$ cat config.mk
export PLATFORM = sky130hd
export DESIGN_NAME = load_store_unit
export DESIGN_NICKNAME = d
export VERILOG_FILES = /design/src/rtl/load_store_unit.sv
export SDC_FILE = /design/constraint.sdc
export NUM_CORES = 1
export LEC_CHECK = 0
export BUFFER_PORTS_ARGS = -buffer_cell sky130_fd_sc_hd__buf_2
export CORE_AREA = 3 3 143 145
export DETAILED_ROUTE_END_ITERATION = 12
export DIE_AREA = 0 0 146 148
export PLACE_DENSITY = 0.56
export SETUP_SLACK_MARGIN = 0.1
export SYNTH_ARGS = -nofsm -noshare
export SYNTH_HDL_FRONTEND = slang
export SYNTH_SLANG_ARGS = --single-unit
$ cat constraint.sdc
create_clock -name clk -period 5.1 [get_ports clk]
set_input_delay 1.02 -clock clk [delete_from_list [all_inputs] [get_ports clk]]
set_output_delay 1.02 -clock clk [all_outputs]
set_load 0.02 [all_outputs]
$ cat src/rtl/load_store_unit.sv
// Single-port load/store unit: takes RV32I-style byte/half/word requests, checks legality,
// drives lane strobes to a word-wide data memory and returns extended load data.
module load_store_unit #(
  parameter int ADDR_W = 12,
  parameter int DATA_W = 32
) (
  input  logic              clk,
  input  logic              rst,
  input  logic              req_valid,
  output logic              req_ready,
  input  logic              req_we,
  input  logic [2:0]        req_funct3,
  input  logic [31:0]       req_addr,
  input  logic [DATA_W-1:0] req_wdata,
  output logic              resp_valid,
  input  logic              resp_ready,
  output logic [DATA_W-1:0] resp_rdata,
  output logic              resp_err,
  output logic [ADDR_W-1:0] mem_w_addr,
  output logic [DATA_W-1:0] mem_w_dat,
  output logic [3:0]        mem_w_enb,
  output logic [ADDR_W-1:0] mem_r_addr,
  output logic [3:0]        mem_r_enb,
  input  logic [DATA_W-1:0] mem_r_dat
);

  localparam logic [2:0] F3_B  = 3'b000;
  localparam logic [2:0] F3_H  = 3'b001;
  localparam logic [2:0] F3_W  = 3'b010;
  localparam logic [2:0] F3_BU = 3'b100;
  localparam logic [2:0] F3_HU = 3'b101;

  typedef enum logic [1:0] {IDLE, READ, WRITE, RESP} state_t;

  state_t              r_state, w_next;
  logic [ADDR_W-1:0]   r_addr;
  logic                r_we;
  logic [2:0]          r_funct3;
  logic [DATA_W-1:0]   r_wdata;
  logic [DATA_W-1:0]   r_rdata;
  logic                r_err;
  logic                w_hs;
  logic                w_illegal;
  logic [7:0]          w_byte;
  logic [15:0]         w_half;
  logic [DATA_W-1:0]   w_load;

  assign w_hs = req_valid && req_ready;

  // Legality is judged on the live request so an error can go straight to RESP.
  always_comb begin
    w_illegal = (req_addr[31:ADDR_W] != '0);
    case (req_funct3)
      F3_B:  ;
      F3_H:  if (req_addr[0]) w_illegal = 1'b1;
      F3_W:  if (req_addr[1:0] != 2'b00) w_illegal = 1'b1;
      F3_BU: if (req_we) w_illegal = 1'b1;
      F3_HU: if (req_we || req_addr[0]) w_illegal = 1'b1;
      default: w_illegal = 1'b1;
    endcase
  end

  assign w_byte = mem_r_dat[8*r_addr[1:0] +: 8];
  assign w_half = r_addr[1] ? mem_r_dat[31:16] : mem_r_dat[15:0];

  always_comb begin
    case (r_funct3)
      F3_B:    w_load = {{(DATA_W-8){w_byte[7]}}, w_byte};
      F3_BU:   w_load = {{(DATA_W-8){1'b0}}, w_byte};
      F3_H:    w_load = {{(DATA_W-16){w_half[15]}}, w_half};
      F3_HU:   w_load = {{(DATA_W-16){1'b0}}, w_half};
      default: w_load = mem_r_dat;
    endcase
  end

  // NOTE: sequential state uses non-blocking assignments so every register samples pre-edge values.
  always_ff @(posedge clk or posedge rst) begin
    if (rst) r_state <= IDLE;
    else     r_state <= w_next;
  end

  always_ff @(posedge clk or posedge rst) begin
    if (rst) begin
      r_addr   <= '0;
      r_we     <= 1'b0;
      r_funct3 <= '0;
      r_wdata  <= '0;
      r_rdata  <= '0;
      r_err    <= 1'b0;
    end else begin
      if (w_hs) begin
        r_addr   <= req_addr[ADDR_W-1:0];
        r_we     <= req_we;
        r_funct3 <= req_funct3;
        r_wdata  <= req_wdata;
        r_rdata  <= '0;
        r_err    <= w_illegal;
      end
      if (r_state == READ) r_rdata <= w_load;
    end
  end

  // NOTE: every output gets a default first so no path through the case can infer a latch.
  always_comb begin
    w_next     = r_state;
    req_ready  = 1'b0;
    resp_valid = 1'b0;
    resp_rdata = '0;
    resp_err   = 1'b0;
    mem_w_addr = '0;
    mem_w_dat  = '0;
    mem_w_enb  = 4'b0000;
    mem_r_addr = '0;
    mem_r_enb  = 4'b0000;
    case (r_state)
      IDLE: begin
        req_ready = !rst;
        if (req_valid && !rst) begin
          if (w_illegal)   w_next = RESP;
          else if (req_we) w_next = WRITE;
          else             w_next = READ;
        end
      end
      WRITE: begin
        w_next     = RESP;
        mem_w_addr = r_addr;
        case (r_funct3)
          F3_B: begin
            mem_w_enb = 4'b0001 << r_addr[1:0];
            mem_w_dat = {(DATA_W/8){r_wdata[7:0]}};
          end
          F3_H: begin
            mem_w_enb = 4'b0011 << r_addr[1:0];
            mem_w_dat = {(DATA_W/16){r_wdata[15:0]}};
          end
          default: begin
            mem_w_enb = 4'b1111;
            mem_w_dat = r_wdata;
          end
        endcase
      end
      READ: begin
        w_next     = RESP;
        mem_r_enb  = 4'b1111;
        mem_r_addr = {2'b00, r_addr[ADDR_W-1:2]};
      end
      RESP: begin
        resp_valid = 1'b1;
        resp_rdata = r_rdata;
        resp_err   = r_err;
        if (resp_ready) w_next = IDLE;
      end
      default: w_next = IDLE;
    endcase
  end

  // r_we is kept for traceability of the latched request; the FSM path already encodes it.
  logic w_unused;
  assign w_unused = r_we;

endmodule

# ---- Word level (Yosys, flattened, before mapping)
# Cells that the tools add are included.
dict set report classes {
  addsub 0
  multipliers 0
  div_mod_pow 0
  n_lt_le_gt_ge 0
  n_eq_ne 12
  n_shift 3
  mux 25
  bitwise_logic 0
  n_reduce_logical 12
}
# operator count
set op_table {}
lappend op_table {{two-way mux 32 bit} 4}
lappend op_table {{case mux 32 bit (4 select lines)} 1}
lappend op_table {{case mux 32 bit (2 select lines)} 1}
lappend op_table {{variable part select 32 x 6 -> 8 bit} 1}
lappend op_table {{nonzero test 20 bit} 1}
lappend op_table {{two-way mux 16 bit} 1}
lappend op_table {{== test 3 bit, second input constant} 4}
lappend op_table {{two-way mux 12 bit} 1}
lappend op_table {{two-way mux 10 bit} 1}
lappend op_table {{two-way mux 2 bit} 4}
lappend op_table {{two-way mux 4 bit} 2}
lappend op_table {{case mux 4 bit (2 select lines)} 1}
lappend op_table {{two-way mux 1 bit} 7}
lappend op_table {{== test 3 x 1 -> 1 bit, second input constant} 2}
lappend op_table {{zero test 3 bit} 2}
lappend op_table {{case mux 2 bit (3 select lines)} 1}
lappend op_table {{case mux 1 bit (5 select lines)} 1}
lappend op_table {{== test 2 bit, second input constant} 2}
lappend op_table {{inequality test 2 bit, second input constant} 2}
lappend op_table {{nonzero test 2 bit} 2}
lappend op_table {{left shift 1 x 2 -> 4 bit, first input constant} 1}
lappend op_table {{left shift 2 x 2 -> 4 bit, first input constant} 1}
lappend op_table {{== test 3 x 2 -> 1 bit, second input constant} 1}
lappend op_table {{== test 2 x 1 -> 1 bit, second input constant} 1}
lappend op_table {{other kinds (6)} 7}
dict set report word_totals {
  regBits 82
  latchBits 0
  ram_bits 0
  romBits 0
  output_inout_bits 99
  word_cells 58
  memories 0
}

# ---- Logic depth before layout (Yosys ltp)
# Gate-level depths: netlist of the first run.
dict set report logic_depth {
  word_depth 6
  mapped_depth 8
  ltp_nobuf 6
}

# ---- Worst setup path after synthesis of the first run
# No wires, ideal clock.
dict set report synth_path {
  path_type {flip-flop to output port}
  startpoint {register r_state[1]}
  endpoint {output mem_r_addr[9]}
  arrival_time_ns 1.623
  required_ns 4.080
  path_slack_ns 2.457
  path_stages_with_launch 6
  path_buffers 2
  cell_sequence {dfrtp_1 -> inv_1 -> ha_1 -> clkbuf_1 -> clkbuf_1 -> and2_1}
}
dict set report synth_between {
  elab_chain_cells 2
}
# item line_no
set synth_lines {}
lappend synth_lines {{start: declaration} 35} ;# state_t r_state, w_next;
lappend synth_lines {{start signal: assignment} 79} ;# else r_state <= w_next;
lappend synth_lines {{== test 2 x 1 -> 1 bit} 115} ;# case (r_state)
lappend synth_lines {{two-way mux 10 bit} 115}
lappend synth_lines {{end: declaration} 22} ;# output logic [ADDR_W-1:0] mem_r_addr,
# Every way passes these cells.

# ---- Final worst setup path of the first run
dict set report layout_path {
  startpoint {register r_state[0]}
  endpoint {output mem_w_dat[31]}
}
dict set report layout_between {
  elab_chain_cells 2
}
# item line_no
set layout_lines {}
lappend layout_lines {{== test 2 bit} 115}
lappend layout_lines {{two-way mux 32 bit} 115}
lappend layout_lines {{end: declaration} 20} ;# output logic [DATA_W-1:0] mem_w_dat,
# Every way passes these cells.

==> metrics.yaml, run 1 <==
status:
  run_status: "completed"
final_layout:
  filler_cell_count: 2062
  regArea_sq_um: 2052
  syn_to_final_growth_pct: 31.32
  multiInputGateArea_sq_um: 2530
  layout-drive-gt1-share: 0.4466
  diodes: 0
  num-nets-final: 778
floorplanning:
  num_rows: 51
  die-width_um: 146
  die_y_um: 148
  ios: 203
  die_area_sq_um: 21610
  core-area_sq_um: 19330
  start_util: 0.2496
timing:
  fin_skew_ns: 0.004789
  tightest_slew_ns: 1.145
  timing_hold_violations_final: 0
  setup_violations: 0
  finalMaxSlewViolations: 0
  layout_min_cycle_time_ns: 3.760
  rsz0062_at_grt: "no"
  final.setup.worst_slack_ns: 1.340
  tns_ns: 0
  relSlewSlack: 0.2361
  max_freq_ghz: 0.2659
  fin_crit_sh: 0.7373
critical_path:
  startpoint_type: "flop"
  critical_path_class: "flop to output port"
  critical_path_arrival_ns: 2.74
  critPathMaxFanout: 22
  end_kind: "output port"
  critPathRequiredTime_ns: 4.08
clock_tree:
  cts_resized: 0
  cts_max_level: 3
  postCtsSetupRepairBufs: 0
  tritoncts: "yes"
  root_buffer: "clkbuf_16"
  numCtsBuffers: 9
  insertion_delay_ns: 0.34
  cts_sinks: 82
  clock_path_buffers: 2
  path_clk_slew_ns: 0.06
  cts_hold_buf: 0
synth:
  syn_avg_cell_area_sq_um: 9.789
  ys_warn_count: 0
  synth_area_sq_um: 4826
  synth_cells: 493
  synth_edf_count: 0
  yosysSeqAreaShare: 0.4252
  async_flop_share: 1.000
  synth_ff_type: "dfrtp_1"
  synth.distinct_cells: 36
  synth_seq_cells: 82
global_route:
  grt_antenna_before_repair: 1
  grt_pass1_wl_mm: 24.83
  gr-total-overflow: 0
  grt_pass1_vias: 4433
  grt_max_degree: 52
  grt_usage: 0.1447
drt:
  vias: 4323
  via_per_inst: 4.604
  postRouteAntennaNets: 0
  dr.pass1.iters: 4
  drt_wl_total_mm: 15.61
  drc_errors: 0
  drt_iter0_drc: 183
  wl_per_cell_um: 16.63
place:
  hpwl_mm: 11.13
  globalplace.congestion: 0.7422
  pre_cts_ws_ns: 1.730
  port_buffers: 200
pwr:
  leakage_nw: 3.188
  p_per_area_nw_per_um2: 667.3
  ir_drop_mv: 0.2411
min_path:
  hold_class: "flop to flop"
job:
  cap_violations: 0
## path summary, 6_finish.rpt
kind                       cells past startpoint        start       endpoint  slack (ns)
max                                            5   r_state[0]  mem_w_dat[31]        1.34
min                                            2  r_rdata[20]    r_rdata[20]        0.47
max reg2reg                                    5    r_addr[1]    r_rdata[25]        2.29
min reg2reg                                    2  r_rdata[20]    r_rdata[20]        0.47
max in group asynchronous                      3          rst    r_rdata[26]        3.29
min in group asynchronous                      2          rst          r_err        0.85
## cell usage after synthesis, types with 2 or more instances
cell,count,area [sq um]
nor2b_1,5,31.28
nand2_1,34,127.6
a21o_1,9,67.56
ha_1,5,62.56
mux4_2,8,180.2
buf_6,2,22.52
o21ai_0,30,150.1
mux2i_1,17,170.2
a21oi_1,26,130.1
o22ai_1,10,62.56
mux2_2,55,619.3
clkbuf_1,26,97.59
inv_1,15,56.30
nor2_1,44,165.2
o21ai_2,10,87.58
nor3_1,11,55.05
buf_2,7,35.03
buf_1,2,7.510
and2_1,55,344.1
nand2b_1,2,12.51
dfrtp_1,82,2052
a211oi_1,16,120.1
nor4_1,5,31.28
buf_4,5,37.54
## cell type report
| cell class | count | share of cell area |
|---|---|---|
| Clock buffer | 10 | 0.03613 |
| Clock inverter | 6 | 0.01441 |
| Inverter | 15 | 0.009082 |
| Multi-Input combinational cell | 355 | 0.3992 |
| Sequential cell | 82 | 0.3238 |
| Tap cell | 265 | 0.05232 |
| Timing Repair Buffer | 206 | 0.1651 |
## critical path, stage by stage, from the launching register on
cell and delay [ns]:
dfrtp_1 0.41, inv_1 0.12, ha_1 0.73, inv_1 0.57, a211oi_1 0.34, buf_2 0.22
## cell families (layout without fill, tap and decap cells)
group	count (synthesis)	count (layout)	share of synthesized area
other cells	1	2	0.0007771
mux	80	80	0.2009
buf+inv	57	237	0.05315
flops	82	82	0.4252
compound gates	107	107	0.1403
simple gates	161	161	0.1667
fa+ha+maj	5	5	0.01296
## power breakdown
group | switching (W) | internal (W)
logic | 0.00137 | 0.000911
clock network | 0.000282 | 0.000430
registers | 0.000265 | 0.000973
## flip-flops by register name (all words and copies together) (netlist names)
signal and count:
r_wdata 32, r_addr 12, r_state 2, r_err 1, r_rdata 32, r_funct3 3
## routing by layer
metal	up-vias	GRT usage	part of all wire
li1	2057	-	-
met4	2	0.03481	0.012
met2	175	0.2284	0.46
met3	14	0.04629	0.084
met1	2075	0.1943	0.45
met5	-	0	0.00045
## layout by cell type, fill, tap and decap left out, types with 2 or more instances in the layout
cell type   netlist  layout
nor2_1           44      43
buf_4             5       6
buf_2             7     200
nor3_1           11      11
a21o_1            9       9
inv_1            15      14
conb_1            1       2
o21ai_0          30      30
clkbuf_16         0       9
nor2b_1           5       5
and2_1           55      55
a21oi_1          26      25
mux2_2           55      55
mux4_2            8       8
mux2i_1          17      17
nand2b_1          2       2
nor4_1            5       5
nand2_1          34      33
o21ai_2          10      10
bufinv_16         0       2
o22ai_1          10      10
clkinvlp_4        0       3
a211oi_1         16      16
dfrtp_1          82      82
ha_1              5       5
## per-stage QoR
stage | area, sq um | power, W | utilization | std cells | hold WS, ns
2_1_floorplan | 4830 | 0.002874 | - | 494 | 0.4304
3_3_place_gp | 6017 | 0.003549 | 0.3112 | 923 | 0.4455
3_5_place_dp | 6017 | 0.003560 | 0.3112 | 923 | 0.4546
4_1_cts | 6337 | 0.004292 | 0.3278 | 939 | 0.4693
5_1_grt | 6337 | 0.004579 | 0.3278 | 939 | 0.4999
6_report | 6337 | 0.004229 | 0.3278 | 939 | 0.4704
Note: power is estimated with default switching activity, not from simulation.
==> run 2, diff against run 1 <==
--- a/config.mk
+++ b/config.mk
@@ -5,11 +5,12 @@
 export SDC_FILE = /design/constraint.sdc
 export NUM_CORES = 1
 export LEC_CHECK = 0
+export ABC_AREA = 1
 export BUFFER_PORTS_ARGS = -buffer_cell sky130_fd_sc_hd__buf_2
-export CORE_AREA = 3 3 143 145
+export CORE_AREA = 3 3 146 148
 export DETAILED_ROUTE_END_ITERATION = 12
-export DIE_AREA = 0 0 146 148
-export PLACE_DENSITY = 0.56
+export DIE_AREA = 0 0 149 151
+export PLACE_DENSITY = 0.57
 export SETUP_SLACK_MARGIN = 0.1
 export SYNTH_ARGS = -nofsm -noshare
 export SYNTH_HDL_FRONTEND = slang
==> constraint.sdc (replaced) <==
create_clock -name clk -period 3.25 [get_ports clk]
set_input_delay 0.65 -clock clk [delete_from_list [all_inputs] [get_ports clk]]
set_output_delay 0.65 -clock clk [all_outputs]
set_load 0.02 [all_outputs]
==> run 2 against run 1 <==
- first-iteration DRC count is 67% higher
- sequential cell count stayed put
- setup slack worse by 0.97 ns
- die area is 4.1% higher
- largest cell class unchanged
==> metrics.yaml, run 2 <==
critical_path:
  reg2reg_depth: 7  # was 5
  cp-startpoint: "r_funct3[1]"  # was r_state[0]
  rr_endpoint: "r_rdata[2]"  # was r_rdata[25]
  timing.rr.start: "r_state[1]"  # was r_addr[1]
  critPathMaxFanout: 22  # unchanged
  critical_path_arrival_ns: 2.23  # was 2.74 ns
  r2r_slack_ns: 1.06  # was 2.29 ns
  endpoint: "mem_w_dat[29]"  # was mem_w_dat[31]
  critical_path_class: "flop to output port"  # unchanged
  end_kind: "output port"  # unchanged
  critPathRequiredTime_ns: 2.60  # was 4.08 ns
  startpoint_type: "flop"  # unchanged
job:
  cap_violations: 0  # unchanged
synth:
  synth.distinct_cells: 30  # was 36
  synth_area_sq_um: 4995  # was 4826 sq um
  syn_avg_cell_area_sq_um: 6.607  # was 9.789 sq um
  yosysTopAreaCell: "dfrtp_1"  # unchanged
  synth.area.top_cells: "dfrtp_1, nand2_1, inv_1"  # was dfrtp_1, mux2_2, and2_1
  post-synth-top-area-fraction: 0.4108  # was 0.4252
  ys_warn_count: 0  # unchanged
  synth_edf_count: 0  # unchanged
  yosysMostFrequentCell: "nand2_1"  # was dfrtp_1
  synth_cells: 756  # was 493
  async_flop_share: 1.000  # unchanged
  synth_seq_cells: 82  # unchanged
  yosysSeqAreaShare: 0.4108  # was 0.4252
  yosys-top-cells-count: "nand2_1, inv_1, dfrtp_1"  # was dfrtp_1, and2_1, mux2_2
  synth_ff_type: "dfrtp_1"  # unchanged
timing:
  relSlewSlack: 0.3556  # was 0.2361
  layout_min_cycle_time_ns: 2.880
  timing_hold_violations_final: 0  # unchanged
  finalMaxSlewViolations: 0  # unchanged
  setup_violations: 0  # unchanged
  fin_skew_ns: 0.005569  # was 0.004789 ns
  rsz0062_at_grt: "no"  # unchanged
  tns_ns: 0  # unchanged
  tightest_slew_ns: 0.9656  # was 1.145 ns
  fin_crit_sh: 0.8860
  max_freq_ghz: 0.3473
final_layout:
  layout-drive-gt1-share: 0.2535  # was 0.4466
  multiInputGateArea_sq_um: 2318  # was 2530 sq um
  syn_to_final_growth_pct: 29.88  # was 31.32%
  utilization: 0.3217  # was 0.3278
  filler_cell_count: 2252  # was 2,062
  mostFrequentLayoutCells: "nand2_1, buf_2, inv_1"  # was buf_2, dfrtp_1, mux2_2, and2_1, nor2_1
  final_common_cell: "nand2_1"  # was buf_2
  num-nets-final: 1044  # was 778
  largest_registers: "r_rdata: 32 flops, r_wdata: 32 flops, r_addr: 12 flops"  # unchanged
  regArea_sq_um: 2052  # unchanged
  diodes: 0  # unchanged
drt:
  drt_wl_total_mm: 17.77  # was 15.61 mm
  postRouteAntennaNets: 0  # unchanged
  wl_per_cell_um: 14.70  # was 16.63 um
  vias: 5318  # was 4,323
  drc_errors: 0  # unchanged
  dr.pass1.iters: 5  # was 4
  drt_iter0_drc: 305  # was 183
  via_per_inst: 4.399  # was 4.604
clock_tree:
  cts_resized: 0  # unchanged
  path_clk_slew_ns: 0.06  # about the same
  root_buffer: "clkbuf_16"  # unchanged
  cts_sinks: 82  # unchanged
  clock_path_buffers: 2  # unchanged
  cts_hold_buf: 0  # unchanged
  numCtsBuffers: 9  # unchanged
  tritoncts: "yes"  # unchanged
  postCtsSetupRepairBufs: 0  # unchanged
  cts_max_level: 3  # unchanged
  insertion_delay_ns: 0.35  # was 0.34 ns
global_route:
  grt_pass1_wl_mm: 27.52  # was 24.83 mm
  grt_pass1_vias: 5151  # was 4,433
  grt_antenna_before_repair: 0  # was 1
  gr-total-overflow: 0  # unchanged
  grt_usage: 0.1569  # was 0.1447
  grt_max_degree: 64  # was 52
pwr:
  leakage_nw: 4.016  # was 3.188 nW
  totalPowerFinal_w: 0.006624  # was 0.004229 W
  p_per_area_nw_per_um2: 1021  # was 667.3 nW/um^2
  ir_drop_mv: 0.4574  # was 0.2411 mV
floorplanning:
  ios: 203  # unchanged
  die-width_um: 149  # was 146 um
  core-area_sq_um: 20170  # was 19,330 sq um
  start_util: 0.2476  # was 0.2496
  die_area_sq_um: 22500  # was 21,610 sq um
  num_rows: 52  # was 51
  die_y_um: 151  # was 148 um
place:
  port_buffers: 200  # unchanged
  globalplace.congestion: 0.8975  # was 0.7422
  hpwl_mm: 13.52  # was 11.13 mm
status:
  run_status: "completed"  # unchanged
min_path:
  hold_class: "input pin to async pin"  # was flop to flop
## run 2: cells by family after synthesis
family / after synthesis / synth area share
buf+inv: 153 / 0.1258
fa+ha+maj: 5 / 0.01253
flops: 82 / 0.4108
other cells: 1 / 0.0007508
compound gates: 122 / 0.1358
simple gates: 393 / 0.3144
## run 2: final cells by class
cell class	count	area share
sequential	82	0.3163
multi-input combinational	522	0.3574
timing repair buffer	209	0.1647
clock inverter	2	0.005786
tap	270	0.05207
clock buffer	13	0.03857
inverter	111	0.06519
## run 2: worst min-delay path by stage
| stage | startpoint | endpoint |
|---|---|---|
| after floorplan | r_wdata[16] | r_wdata[16] |
| after detailed placement | r_wdata[24] | r_wdata[24] |
| final | rst | r_addr[7] |
| after global placement | r_wdata[24] | r_wdata[24] |
| after global routing | rst | r_addr[7] |
| after CTS | rst | r_addr[7] |
## run 2: metrics by stage
stage	cell area [sq um]	cells	hold WS, ns	setup WS, ns
final	6487	1209	0.4220	0.3705
after global routing	6487	1209	0.4406	0.1887
after CTS	6487	1209	0.4203	0.3704
after detailed placement	6200	1194	0.4602	0.7742
after global placement	6200	1194	0.4548	0.7399
after floorplan	5002	757	0.4426	0.3826
## run 2: worst max-delay path: stages, from the launching register on
cell and delay [ns]:
dfrtp_1 0.41, inv_4 0.22, nand2_2 0.27, inv_1 0.48, nor2_1 0.13, nor2_1 0.17, buf_2 0.19
## run 2: layer usage
layer	track usage	share of wire
met3	0.04758	0.086
met4	0.03066	0.0055
met5	0	0
met2	0.2611	0.47
met1	0.2034	0.44
## run 2: where the power goes
group          switching, W  internal [W]
clock network      0.000412      0.000613
logic               0.00257       0.00113
registers          0.000372       0.00153
total               0.00335       0.00327
==> run 3, diff against run 2 <==
--- a/config.mk
+++ b/config.mk
@@ -5,12 +5,12 @@
 export SDC_FILE = /design/constraint.sdc
 export NUM_CORES = 1
 export LEC_CHECK = 0
-export ABC_AREA = 1
+export ABC_AREA = 0
 export BUFFER_PORTS_ARGS = -buffer_cell sky130_fd_sc_hd__buf_2
-export CORE_AREA = 3 3 146 148
+export CORE_AREA = 3 3 143 145
 export DETAILED_ROUTE_END_ITERATION = 12
-export DIE_AREA = 0 0 149 151
-export PLACE_DENSITY = 0.57
+export DIE_AREA = 0 0 146 148
+export PLACE_DENSITY = 0.58
 export SETUP_SLACK_MARGIN = 0.1
 export SYNTH_ARGS = -nofsm -noshare
 export SYNTH_HDL_FRONTEND = slang
==> run 3 against run 2 <==
- setup slack improved by 0.12 ns
- first-iteration DRC count decreased by 36%
- fmax rose by 4.3%
- non-clock buffer count rose by 6
- hold slack worse by 0.0038 ns
==> metrics.yaml, run 3 (synthesis results as in run 1) <==
status:
  run_status: "completed"  # unchanged
global_route:
  grt_pass1_wl_mm: 25.29  # was 27.52 mm
  grt_pass1_vias: 4509  # was 5,151
  grt_antenna_before_repair: 2  # was 0
  grt_usage: 0.1482  # was 0.1569
  grt_max_degree: 83  # was 64
  gr-total-overflow: 0  # unchanged
timing:
  tightest_slew_ns: 0.8975  # was 0.9656 ns
  tns_ns: 0  # unchanged
  setup_violations: 0  # unchanged
  rsz0062_at_grt: "no"  # unchanged
  holdWs_ns: 0.4182  # was 0.4220 ns
  fin_skew_ns: 0.006072  # was 0.005569 ns
  relSlewSlack: 0.3995  # was 0.3556
  finalMaxSlewViolations: 0  # unchanged
  layout_min_cycle_time_ns: 2.761  # was 2.880 ns
  timing_hold_violations_final: 0  # unchanged
  fin_crit_sh: 0.8495  # was 0.8860
  max_freq_ghz: 0.3622  # was 0.3473 GHz
final_layout:
  num-nets-final: 787  # was 1,044
  mostFrequentLayoutCells: "buf_2, dfrtp_1, mux2_2, and2_1, nor2_1"  # was nand2_1, buf_2, inv_1
  final_common_cell: "buf_2"  # was nand2_1
  layout-drive-gt1-share: 0.4539  # was 0.2535
  largest_registers: "r_rdata: 32 flops, r_wdata: 32 flops, r_addr: 12 flops"  # unchanged
  diodes: 0  # unchanged
  syn_to_final_growth_pct: 32.49  # was 29.88%
  final_cells: 948  # was 1,209
  filler_cell_count: 2084  # was 2,252
clock_tree:
  insertion_delay_ns: 0.34  # was 0.35 ns
  clock_path_buffers: 2  # unchanged
  cts_sinks: 82  # unchanged
  path_clk_slew_ns: 0.06  # about the same
  numCtsBuffers: 9  # unchanged
  postCtsSetupRepairBufs: 0  # unchanged
  cts_max_level: 3  # unchanged
  cts_resized: 0  # unchanged
  root_buffer: "clkbuf_16"  # unchanged
  tritoncts: "yes"  # unchanged
  cts_hold_buf: 0  # unchanged
place:
  hpwl_mm: 11.58  # was 13.52 mm
  dp_cells: 932  # was 1,194
  globalplace.congestion: 0.8365  # was 0.8975
  port_buffers: 200  # unchanged
floorplanning:
  die-width_um: 146  # was 149 um
  start_util: 0.2496  # was 0.2476
  ios: 203  # unchanged
  core-area_sq_um: 19330  # was 20,170 sq um
  num_rows: 51  # was 52
  die_area_sq_um: 21610  # was 22,500 sq um
  die_y_um: 148  # was 151 um
pwr:
  intPower_w: 0.003617  # was 0.003271 W
  switchingPower_w: 0.003062  # was 0.003352 W
  switching_share: 0.4585  # was 0.5061
  ir_drop_mv: 0.3805  # was 0.4574 mV
  p_clk_frac: 0.156  # was 0.155
  combPwrFrac: 0.556  # was 0.558
  p_per_area_nw_per_um2: 1045  # was 1021 nW/um^2
  leakage_nw: 3.231  # was 4.016 nW
  power_frac_seq: 0.288  # was 0.287
drt:
  drt_iter0_drc: 196  # was 305
  postRouteAntennaNets: 0  # unchanged
  wl_per_cell_um: 16.87  # was 14.70 um
  drc_errors: 0  # unchanged
  via_per_inst: 4.615  # was 4.399
  dr.pass1.iters: 4  # was 5
  drt_wl_total_mm: 15.99  # was 17.77 mm
  vias: 4375  # was 5,318
critical_path:
  critical_path_class: "flop to output port"  # unchanged
  critPathMaxFanout: 21  # was 22
  critical_path_arrival_ns: 2.11  # was 2.23 ns
  end_kind: "output port"  # unchanged
  critPathRequiredTime_ns: 2.60  # about the same
  startpoint_type: "flop"  # unchanged
job:
  cap_violations: 0  # unchanged
min_path:
  hold_class: "input pin to async pin"  # unchanged
[run 3: cell types whose count changed in the layout (fill, tap and decap cells not counted), sizes merged, moves of 17 or more]
cell   previous run  this run
mux2              0        55
and2              0        55
a21oi            46        26
nand2           302        34
inv             110        14
mux2i             0        17
nor2             74        44
[run 3: final cells by class]
class,instances,area [sq um],area share
multi-input combinational,355,2530,0.3957
inverter,15,57.56,0.009002
clock inverter,6,67.56,0.01057
clock buffer,10,229.0,0.03581
sequential,82,2052,0.3209
timing repair buffer,215,1126,0.1761
tap,265,331.6,0.05186
[run 3: routing by layer]
| layer | track usage | share of wire | vias to the layer above |
|---|---|---|---|
| met5 | 0 | 0.00088 | - |
| met4 | 0.03904 | 0.013 | 4 |
| met3 | 0.05058 | 0.085 | 21 |
| met2 | 0.2361 | 0.46 | 189 |
| met1 | 0.1939 | 0.45 | 2086 |
| li1 | - | - | 2075 |
[run 3: per-stage QoR]
stage | power, W | area [sq um] | utilization | setup WS [ns]
floorplan | 0.004510 | 4830 | - | 0.4916
global placement | 0.005629 | 6097 | 0.3153 | 0.7116
detailed placement | 0.005686 | 6097 | 0.3153 | 0.6778
CTS | 0.006774 | 6394 | 0.3307 | 0.4475
global route | 0.007198 | 6394 | 0.3307 | 0.3646
finish | 0.006679 | 6394 | 0.3307 | 0.4891
[run 3: power groups by stage]
stage,Sequential [W],Combinational (W),Clock [W]
after floorplan,0.00175,0.00276,0
after global placement,0.00193,0.00370,0
after detailed placement,0.00194,0.00375,0
after CTS,0.00193,0.00376,0.00108
after global routing,0.00200,0.00408,0.00112
final,0.00192,0.00372,0.00104
[run 3: final timing paths]
| kind | start | endpoint | slack [ns] | cells past startpoint |
|---|---|---|---|---|
| worst max-delay path | r_state[0] | mem_w_dat[16] | 0.49 | 6 |
| worst min-delay path | rst | r_err | 0.42 | 3 |
| worst max register to register | r_state[0] | r_wdata[18] | 0.79 | 6 |
| worst min register to register | r_rdata[2] | r_rdata[2] | 0.47 | 1 |
| max in group asynchronous | rst | r_wdata[9] | 2.47 | 3 |
| min in group clk | r_rdata[2] | r_rdata[2] | 0.47 | 1 |
[run 3: critical path, cell delays in order (launching register included)]
cell and delay, ns:
dfrtp_1 0.40, inv_1 0.10, ha_1 0.22, buf_4 0.21
o21ai_1 0.46, a21oi_1 0.17, buf_2 0.21
